==> config.mk <==
export PLATFORM = sky130hd
export DESIGN_NAME = xgemac_tx_pkt_sink
export DESIGN_NICKNAME = d
export VERILOG_FILES = /design/src/rtl/xgemac_pkg.sv /design/src/rtl/xgemac_sync_fifo.sv /design/src/rtl/xgemac_tx_pkt_sink.sv
export VERILOG_INCLUDE_DIRS = /design/src /design/src/rtl
export SDC_FILE = /design/constraint.sdc
export NUM_CORES = 1
export LEC_CHECK = 0
export CAP_MARGIN = 20
export CELL_PAD_IN_SITES_DETAIL_PLACEMENT = 1
export CELL_PAD_IN_SITES_GLOBAL_PLACEMENT = 1
export CORE_MARGIN = 2
export CORE_UTILIZATION = 38
export CTS_BUF_LIST = sky130_fd_sc_hd__clkbuf_16
export DETAILED_ROUTE_END_ITERATION = 10
export PLACE_DENSITY = 0.6
export SYNTH_ARGS = -nofsm -noshare
export SYNTH_HDL_FRONTEND = slang
export SYNTH_HIERARCHICAL = 1
export SYNTH_SLANG_ARGS = --single-unit
export TNS_END_PERCENT = 5
==> constraint.sdc <==
create_clock -name clk -period 8.5 [get_ports clk]
set_input_delay 1.7 -clock clk [delete_from_list [all_inputs] [get_ports clk]]
set_output_delay 1.7 -clock clk [all_outputs]
set_load 0.05 [all_outputs]
==> src/rtl/xgemac_defines.sv <==
// Shared width defines for the XGEMAC packet interface.
`ifndef XGEMAC_DEFINES_SV
`define XGEMAC_DEFINES_SV

`define XGEMAC_TX_RX_DATA_WIDTH 64
`define XGEMAC_TX_RX_MOD 3

`endif

==> src/rtl/xgemac_pkg.sv <==
// Common types and defaults for the XGEMAC transmit packet sink.
package xgemac_pkg;

  `include "xgemac_defines.sv"

  localparam int DATA_W = `XGEMAC_TX_RX_DATA_WIDTH;
  localparam int MOD_W  = `XGEMAC_TX_RX_MOD;

  localparam int DEFAULT_DEPTH       = 8;
  localparam int DEFAULT_FULL_MARGIN = 2;

  // Framing state of the incoming packet stream
  typedef enum logic [1:0] {
    IDLE   = 2'd0,
    IN_PKT = 2'd1,
    DROP   = 2'd2
  } fsm_state_t;

  // One buffered word; err marks a packet start whose predecessor lost its eop
  typedef struct packed {
    logic [DATA_W-1:0] data;
    logic              sop;
    logic              eop;
    logic [MOD_W-1:0]  mod;
    logic              err;
  } fifo_entry_t;

  localparam int ENTRY_W = $bits(fifo_entry_t);

  // Statistics counters stick at all-ones instead of wrapping
  function automatic logic [15:0] sat_inc16(input logic [15:0] v);
    return (v == 16'hFFFF) ? v : v + 16'd1;
  endfunction

endpackage

==> src/rtl/xgemac_sync_fifo.sv <==
// Single-clock first-word-fall-through FIFO; push while full succeeds only
// when a pop happens in the same cycle.
module xgemac_sync_fifo #(
  parameter int WIDTH = 8,
  parameter int DEPTH = 8,
  localparam int AW = $clog2(DEPTH),
  localparam int CW = AW + 1
) (
  input  logic             clk,
  input  logic             rst,
  input  logic             push,
  input  logic [WIDTH-1:0] wr_data,
  input  logic             pop,
  output logic [WIDTH-1:0] rd_data,
  output logic [CW-1:0]    count,
  output logic             full,
  output logic             empty
);

  logic [WIDTH-1:0] mem [DEPTH];
  logic [AW-1:0]    wr_ptr;
  logic [AW-1:0]    rd_ptr;
  logic             do_push;
  logic             do_pop;

  assign full    = (count == CW'(DEPTH));
  assign empty   = (count == '0);
  assign do_pop  = pop && !empty;
  assign do_push = push && (!full || do_pop);
  assign rd_data = mem[rd_ptr];

  // Storage array is not reset; the occupancy count guards every read
  always_ff @(posedge clk) begin
    if (do_push) begin
      mem[wr_ptr] <= wr_data;
    end
  end

  // Pointer and occupancy bookkeeping
  always_ff @(posedge clk or negedge rst) begin
    if (!rst) begin
      wr_ptr <= '0;
      rd_ptr <= '0;
      count  <= '0;
    end else begin
      if (do_push) begin
        wr_ptr <= wr_ptr + AW'(1);
      end
      if (do_pop) begin
        rd_ptr <= rd_ptr + AW'(1);
      end
      case ({do_push, do_pop})
        2'b10:   count <= count + CW'(1);
        2'b01:   count <= count - CW'(1);
        default: count <= count;
      endcase
    end
  end

endmodule

==> src/rtl/xgemac_tx_pkt_sink.sv <==
// Transmit packet sink: validates sop/eop framing, buffers accepted words in
// a FWFT FIFO, discards malformed or overflowing traffic and counts both.
module xgemac_tx_pkt_sink
  import xgemac_pkg::*;
#(
  parameter int DEPTH       = DEFAULT_DEPTH,
  parameter int FULL_MARGIN = DEFAULT_FULL_MARGIN
) (
  input  logic              clk,
  input  logic              rst,
  input  logic [DATA_W-1:0] pkt_tx_data,
  input  logic              pkt_tx_val,
  input  logic              pkt_tx_sop,
  input  logic              pkt_tx_eop,
  input  logic [MOD_W-1:0]  pkt_tx_mod,
  output logic              pkt_tx_full,
  output logic [DATA_W-1:0] out_data,
  output logic              out_sop,
  output logic              out_eop,
  output logic [MOD_W-1:0]  out_mod,
  output logic              out_err,
  output logic              out_val,
  input  logic              out_rdy,
  output logic              err_nosop,
  output logic              err_sop_in_pkt,
  output logic              err_ovf,
  output logic [15:0]       pkt_cnt,
  output logic [15:0]       drop_cnt
);

  localparam int CW = $clog2(DEPTH) + 1;
  localparam logic [CW-1:0] FULL_TH = CW'(DEPTH - FULL_MARGIN);

  fsm_state_t          state;
  fsm_state_t          state_nxt;
  fifo_entry_t         wr_entry;
  fifo_entry_t         head;
  logic [ENTRY_W-1:0]  rd_bits;
  logic [CW-1:0]       fifo_count;
  logic [CW-1:0]       count_nxt;
  logic                fifo_full;
  logic                fifo_empty;
  logic                pop;
  logic                can_write;
  logic                push;
  logic                wr_err;
  logic                nosop_c;
  logic                sip_c;
  logic                ovf_c;
  logic                pkt_inc;
  logic                drop_inc;

  assign pop       = out_val && out_rdy;
  assign can_write = !fifo_full || pop;
  assign count_nxt = fifo_count + CW'(push) - CW'(pop);

  xgemac_sync_fifo #(
    .WIDTH (ENTRY_W),
    .DEPTH (DEPTH)
  ) u_fifo (
    .clk     (clk),
    .rst     (rst),
    .push    (push),
    .wr_data (wr_entry),
    .pop     (pop),
    .rd_data (rd_bits),
    .count   (fifo_count),
    .full    (fifo_full),
    .empty   (fifo_empty)
  );

  // Framing state register
  always_ff @(posedge clk or negedge rst) begin
    if (!rst) begin
      state <= IDLE;
    end else begin
      state <= state_nxt;
    end
  end

  // Framing transitions; an overflow mid-packet sends the rest of it to DROP
  always_comb begin
    state_nxt = state;
    if (pkt_tx_val) begin
      case (state)
        IDLE: begin
          if (pkt_tx_sop && !pkt_tx_eop) begin
            state_nxt = can_write ? IN_PKT : DROP;
          end
        end
        IN_PKT: begin
          if (pkt_tx_eop) begin
            state_nxt = IDLE;
          end else if (!can_write) begin
            state_nxt = DROP;
          end
        end
        DROP: begin
          if (pkt_tx_eop) begin
            state_nxt = IDLE;
          end else if (pkt_tx_sop && can_write) begin
            state_nxt = IN_PKT;
          end
        end
        default: state_nxt = IDLE;
      endcase
    end
  end

  // Per-word actions: store or discard, and which error/counter events fire
  always_comb begin
    push     = 1'b0;
    wr_err   = 1'b0;
    nosop_c  = 1'b0;
    sip_c    = 1'b0;
    ovf_c    = 1'b0;
    pkt_inc  = 1'b0;
    drop_inc = 1'b0;
    if (pkt_tx_val) begin
      case (state)
        IDLE: begin
          if (!pkt_tx_sop) begin
            nosop_c  = 1'b1;
            drop_inc = 1'b1;
          end else if (can_write) begin
            push    = 1'b1;
            pkt_inc = 1'b1;
          end else begin
            ovf_c    = 1'b1;
            drop_inc = 1'b1;
          end
        end
        IN_PKT: begin
          sip_c = pkt_tx_sop;
          if (can_write) begin
            push    = 1'b1;
            wr_err  = pkt_tx_sop;
            pkt_inc = pkt_tx_sop;
          end else begin
            ovf_c    = 1'b1;
            drop_inc = 1'b1;
          end
        end
        DROP: begin
          if (pkt_tx_sop && !pkt_tx_eop && can_write) begin
            push    = 1'b1;
            pkt_inc = 1'b1;
          end else begin
            drop_inc = 1'b1;
          end
        end
        default: begin
          drop_inc = 1'b1;
        end
      endcase
    end
  end

  // Assemble the FIFO entry; mod only carries meaning on the last word
  always_comb begin
    wr_entry      = '0;
    wr_entry.data = pkt_tx_data;
    wr_entry.sop  = pkt_tx_sop;
    wr_entry.eop  = pkt_tx_eop;
    wr_entry.mod  = pkt_tx_eop ? pkt_tx_mod : {MOD_W{1'b0}};
    wr_entry.err  = wr_err;
  end

  // Registered error pulses, statistics and early backpressure flag
  always_ff @(posedge clk or negedge rst) begin
    if (!rst) begin
      err_nosop      <= 1'b0;
      err_sop_in_pkt <= 1'b0;
      err_ovf        <= 1'b0;
      pkt_cnt        <= '0;
      drop_cnt       <= '0;
      pkt_tx_full    <= 1'b0;
    end else begin
      err_nosop      <= nosop_c;
      err_sop_in_pkt <= sip_c;
      err_ovf        <= ovf_c;
      if (pkt_inc) begin
        pkt_cnt <= sat_inc16(pkt_cnt);
      end
      if (drop_inc) begin
        drop_cnt <= sat_inc16(drop_cnt);
      end
      pkt_tx_full <= (count_nxt >= FULL_TH);
    end
  end

  assign head     = rd_bits;
  assign out_val  = !fifo_empty;
  assign out_data = out_val ? head.data : '0;
  assign out_sop  = out_val && head.sop;
  assign out_eop  = out_val && head.eop;
  assign out_mod  = out_val ? head.mod : '0;
  assign out_err  = out_val && head.err;

endmodule

-- After elaboration in Yosys (flattened, before gate mapping)
Memories as Yosys holds them, arrays and structs flattened.
Index checks and enable logic that the tools add are counted.
W data, S select, Z words.
- register bits: 48
- RAM bits: 560
- input bits: 73
- output and inout bits: 107
- memories kept: 1
- $add $sub $neg: 8
- magnitude comparators: 1
- eq/ne operators: 10
- mux-type cells: 36
- bitwise gates (word level): 2
- reductions and logical operators: 20
- memory list (name ; words ; width ; rd ports ; clocked after memory_dff ; write ports ; RTL line ; source):
    u_fifo.mem ; 8 ; 70 ; 1 ; 0 ; 1 ; xgemac_sync_fifo.sv:20 ; logic [WIDTH-1:0] mem [DEPTH];
- operator list (kind ; count):
    $mux W64 ; 1
    $add A16 B1 Y16 const B ; 2
    $eq A16 B16 Y1 const B ; 2
    $mux W1 ; 21
    $mux W2 ; 6
    $logic_and A1 B1 Y1 ; 9
    $pmux W1 S3 ; 3
    $pmux W4 S2 ; 1
    $add A3 B1 Y3 const B ; 2
    $mux W3 ; 2
    $ne A3 B3 Y1 const B ; 2
    $pmux W2 S3 ; 1
    $add A4 B1 Y4 ; 1
    $add A4 B1 Y4 const B ; 1
    $eq A2 B1 Y1 const B ; 2
    $eq A2 B2 Y1 const B ; 2
    $eq A4 B4 Y1 const B ; 1
    $ge A4 B3 Y1 const B ; 1
    $logic_not A4 Y1 ; 1
    $reduce_and A2 Y1 ; 2
    $reduce_and A4 Y1 ; 1
    $sub A4 B1 Y4 ; 1
    $sub A4 B1 Y4 const B ; 1
    $logic_not A1 Y1 ; 3
    6 further kinds ; 8

-- Depth between registers and ports, before layout
- word-level depth: 11
- mapped depth: 17
- depth with buffers taken out: 14

-- By module
Netlist, hierarchy kept.
- by module, submodules not included (module ; times used ; cells each ; area an instance (µm²) ; seq. area each (µm²)):
    xgemac_sync_fifo ; 1 ; 881 ; 21648.3 ; 17066.4
    xgemac_tx_pkt_sink ; 1 ; 264 ; 2472.4 ; 950.9

-- Worst setup path after synthesis
Ideal clock, no wire load.
- path type: in2reg
- from: input out_rdy
- to: memory u_fifo/mem[0][0] in the netlist's numbering, enable pin
- setup time: 584 ps
- arrival: 7610 ps
- required time: 7916 ps
- slack: 306 ps
- stages on the path: 9
- path buffers: 1
- path through: nand2b_1 > and2_1 > nor2_1 > nand3_1 > inv_1 > clkbuf_1 > o21a_1 > nand2b_1 > nor3_1
- word-level cells in the longest chain between the ends: 9
- ends and longest elaborated chain (item ; RTL line ; source):
    from (decl) ; xgemac_tx_pkt_sink.sv:23 ; input logic out_rdy,
    $logic_and A1 B1 Y1 (*) ; xgemac_tx_pkt_sink.sv:53 ; assign pop = out_val && out_rdy;
    $logic_or A1 B1 Y1 (*) ; xgemac_tx_pkt_sink.sv:54 ; assign can_write = !fifo_full || pop;
    $mux W1 or $logic_and A1 B1 Y1 (tied branches) ; xgemac_tx_pkt_sink.sv:125, xgemac_tx_pkt_sink.sv:135, xgemac_tx_pkt_sink.sv:145 ;
    $mux W1, on equally long branches ; xgemac_tx_pkt_sink.sv:122, xgemac_tx_pkt_sink.sv:145 ;
    $pmux W1 S3 (*) ; xgemac_tx_pkt_sink.sv:120 ; case (state)
    $mux W1 (*) ; xgemac_tx_pkt_sink.sv:119 ; if (pkt_tx_val) begin
    named net push ; xgemac_tx_pkt_sink.sv:45 ; logic push;
    $logic_and A1 B1 Y1 (*) ; xgemac_sync_fifo.sv:29 ; assign do_push = push && (!full || do_pop);
    $mux W1 (*) ; xgemac_sync_fifo.sv:34 ; if (do_push) begin
    $mux W1 (implied by the code) (*) ; xgemac_sync_fifo.sv:35 ; mem[wr_ptr] <= wr_data;
    to (decl) ; xgemac_sync_fifo.sv:20 ;
Mark *: on every way through the listed nets, which the timed path passes. The rest lies on a longest branch.

==> metrics.cfg <==
[worst_setup_path]
worstSetupStartpointType=register
crit_required_ps=6800
rr_startpoint=u_fifo/count[1]
arrival_ps=3930
cp-endpoint=out_mod[1]
regToRegSetupSlack_ps=4250
crit_path_start=u_fifo/rd_ptr[0]
worstReg2RegEnd=u_fifo/count[3]
end_kind=primary output
worst-r2r-cell-count=14
critPathMaxFanout=37
critPathKind=register to primary output

[global_route]
grt.total_usage=0.163
wire_length_of_the_first_global_routing_pass_um=80300
first_global_vias=12600
grt_start_max_net_pins=83
grt-ovfl-total=0
antenna_found_initial=4

[cells_and_area]
fillers=5781
design.final.nets=1445
antenna-diode-count=0
layout-drive-gt1-share=0.248
area_growth_pct=20.4
final_util=0.461

[synthesis]
syn-instance-count=1145
synth_top_cells_by_count=560 x edfxtp_1, 140 x mux4_2, 76 x mux2_2
synth.distinct_cells=47
postSynthRegisterBits=608
synth_top_area_frac=0.697
ys.warnings.count=6
synth_seq_area_share=0.747
async_reset_ff_frac=0.0789
synth_area_um2=24100
yosys.cell_count.top_type=edfxtp_1
synth.avg_cell_area_um2=21.1
synth_nets=1230
ys_flop_type=edfxtp_1
synth-edff-count=560
synthTopCellsByArea=edfxtp_1 70%, mux4_2 13%, dfrtp_1 5.0%, mux2_2 3.5%, nor2b_1 1.9%
cell_taking_the_most_area_after_synthesis=edfxtp_1

[hold_path]
hold_class=register to register

[floorplan]
floorplan_die_area_um2=65500
floorplan.core_area_um2=63000
boundaryPins=180
row_count=92
die_h_um=256
initial_utilization=0.383
die_w_um=256

[sta]
timing.clock.skew_ps=22.7
worst_slew_pin_slew_ps=1030
post-route-period-util=0.663
fmax_ghz=0.178
totalNegativeSetupSlack_ps=0
timing_hold_violations_final=0
postLayoutSetupSlackWorst_ps=2870
grt_setup_unrepaired=no
slew_limit_fails=0
report.final.setup_viol=0
relSlewSlack=0.312
final.min_clock_period_ps=5630

[placement]
dpl_worst_slack_ps=3130
gpl.final_weighted_congestion=0.740
buffer_ports.inserted=179
place_hpwl_um=29900

[drt]
drtPass1Iterations=4
ant_nets=0
drc=0
post_drt_wl_per_cell_um=23.2
drt_wl_total_um=52400
drtIter0Drc=571
vias=11500
vias_per_cell=5.10

[clock_tree]
clk-insertion-delay-late_ps=600
cts_root_buffer=clkbuf_16
clock_sinks=608
h_tree_levels=3
cts_inserted_buffers=67
post-cts-setup-buffer-count=0
clockBufferDepth=3
tritoncts=built
post_cts_clock_slew_at_the_launch_and_capture_registers_of_the_worst_setup_and_hold_paths_ps=60
post_cts_hold_buffer_count=0
cts-resized-gates=0

[power]
power_leakage_nw=9.53
vdd_ir_drop_max_mv=0.284
p_per_area_nw_per_um2=373

[job]
maxCapViolations=0

[run_status]
status=completed

-- state kept, by name, indices dropped and copies added, names as in the netlist --
signal / flops
err_nosop: 1
err_ovf: 1
u_fifo/rd_ptr: 3
pkt_tx_full: 1
u_fifo/count: 4
u_fifo/wr_ptr: 3
pkt_cnt: 16
state: 2
drop_cnt: 16
u_fifo/mem: 560
err_sop_in_pkt: 1
-- per-layer routing --
metal | vias to the layer above | global-route usage | wire length, um
li1 | 5069 | - | -
met1 | 6109 | 0.215 | 22400
met2 | 258 | 0.270 | 25900
met3 | 73 | 0.0378 | 3130
met4 | 8 | 0.0463 | 883
met5 | - | 0 | 52
-- placed cells by master (no fill, tap or decap), types with 4 or more instances in the layout --
cell,Yosys,layout
a21oi_1,4,4
and3_1,8,8
nand2b_1,8,8
dfrtp_1,48,45
buf_12,0,5
edfxtp_1,560,560
clkdlybuf4s50_1,0,178
inv_1,15,34
xnor2_1,27,27
nor2_1,17,10
nand2_1,23,23
clkbuf_16,0,70
nand3_1,16,16
xor2_1,10,10
clkinv_1,0,14
mux2_2,76,76
buf_4,0,14
nand4_1,13,13
nor2b_1,72,72
ha_1,10,10
clkinv_2,0,9
and2_1,5,5
nor2_4,0,7
mux4_2,140,140
-- stage by stage --
| stage | hold slack, ps | cells | total power (W) | instance area [um^2] |
|---|---|---|---|---|
| after floorplan | 487 | 1145 | 0.00692 | 24100 |
| after global placement | 491 | 2136 | 0.00821 | 26900 |
| after detailed placement | 492 | 2137 | 0.00825 | 27000 |
| after CTS | 511 | 2258 | 0.0110 | 29100 |
| after global routing | 514 | 2258 | 0.0113 | 29100 |
| final | 509 | 2258 | 0.0108 | 29100 |
-- report_power, final --
| part | internal [W] | switching [W] | total (W) | leakage, nW |
|---|---|---|---|---|
| logic | 0.00176 | 0.00249 | 0.00425 | 2.74 |
| registers | 0.00363 | 0.000225 | 0.00386 | 5.70 |
| clock network | 0.00158 | 0.00115 | 0.00273 | 1.09 |
-- worst max-delay path, cell delays in order, from the launching register on --
cell and delay [ps]:
dfrtp_4 760, buf_4 700, mux4_2 600, mux2_2 300
nor2b_1 140, clkdlybuf4s50_1 770
-- layout make-up --
cell class                      instances  area, um^2  share of cell area
Clock buffer                           70        1750              0.0603
Clock inverter                         51         329              0.0113
Inverter                               15        56.3             0.00194
Multi-Input combinational cell        469        5810               0.200
Sequential cell                       608       18000               0.621
Tap cell                              846        1060              0.0364
Timing Repair Buffer                  199        2020              0.0695
-- kinds of logic after synthesis --
logic type                 share of synthesized area
buffers and inverters                         0.0148
xor gates and xnor gates                      0.0134
AOI/OAI and AO/OA                            0.00612
muxes                                          0.167
DFF                                            0.747
adders and majority gates                    0.00685
and+or+nand+nor                               0.0443
-- how the worst min path moves through the flow --
| stage | start | end | slack (ps) | cells past startpoint |
|---|---|---|---|---|
| floorplan | u_fifo/wr_ptr[0] | u_fifo/wr_ptr[0] | 490 | 2 |
| global placement | pkt_cnt[10] | pkt_cnt[10] | 490 | 1 |
| detailed placement | drop_cnt[15] | drop_cnt[15] | 490 | 1 |
| CTS | pkt_cnt[10] | pkt_cnt[10] | 510 | 1 |
| global route | pkt_cnt[10] | pkt_cnt[10] | 510 | 1 |
| finish | drop_cnt[15] | drop_cnt[15] | 510 | 1 |
Power figures use the tool's default switching activity.
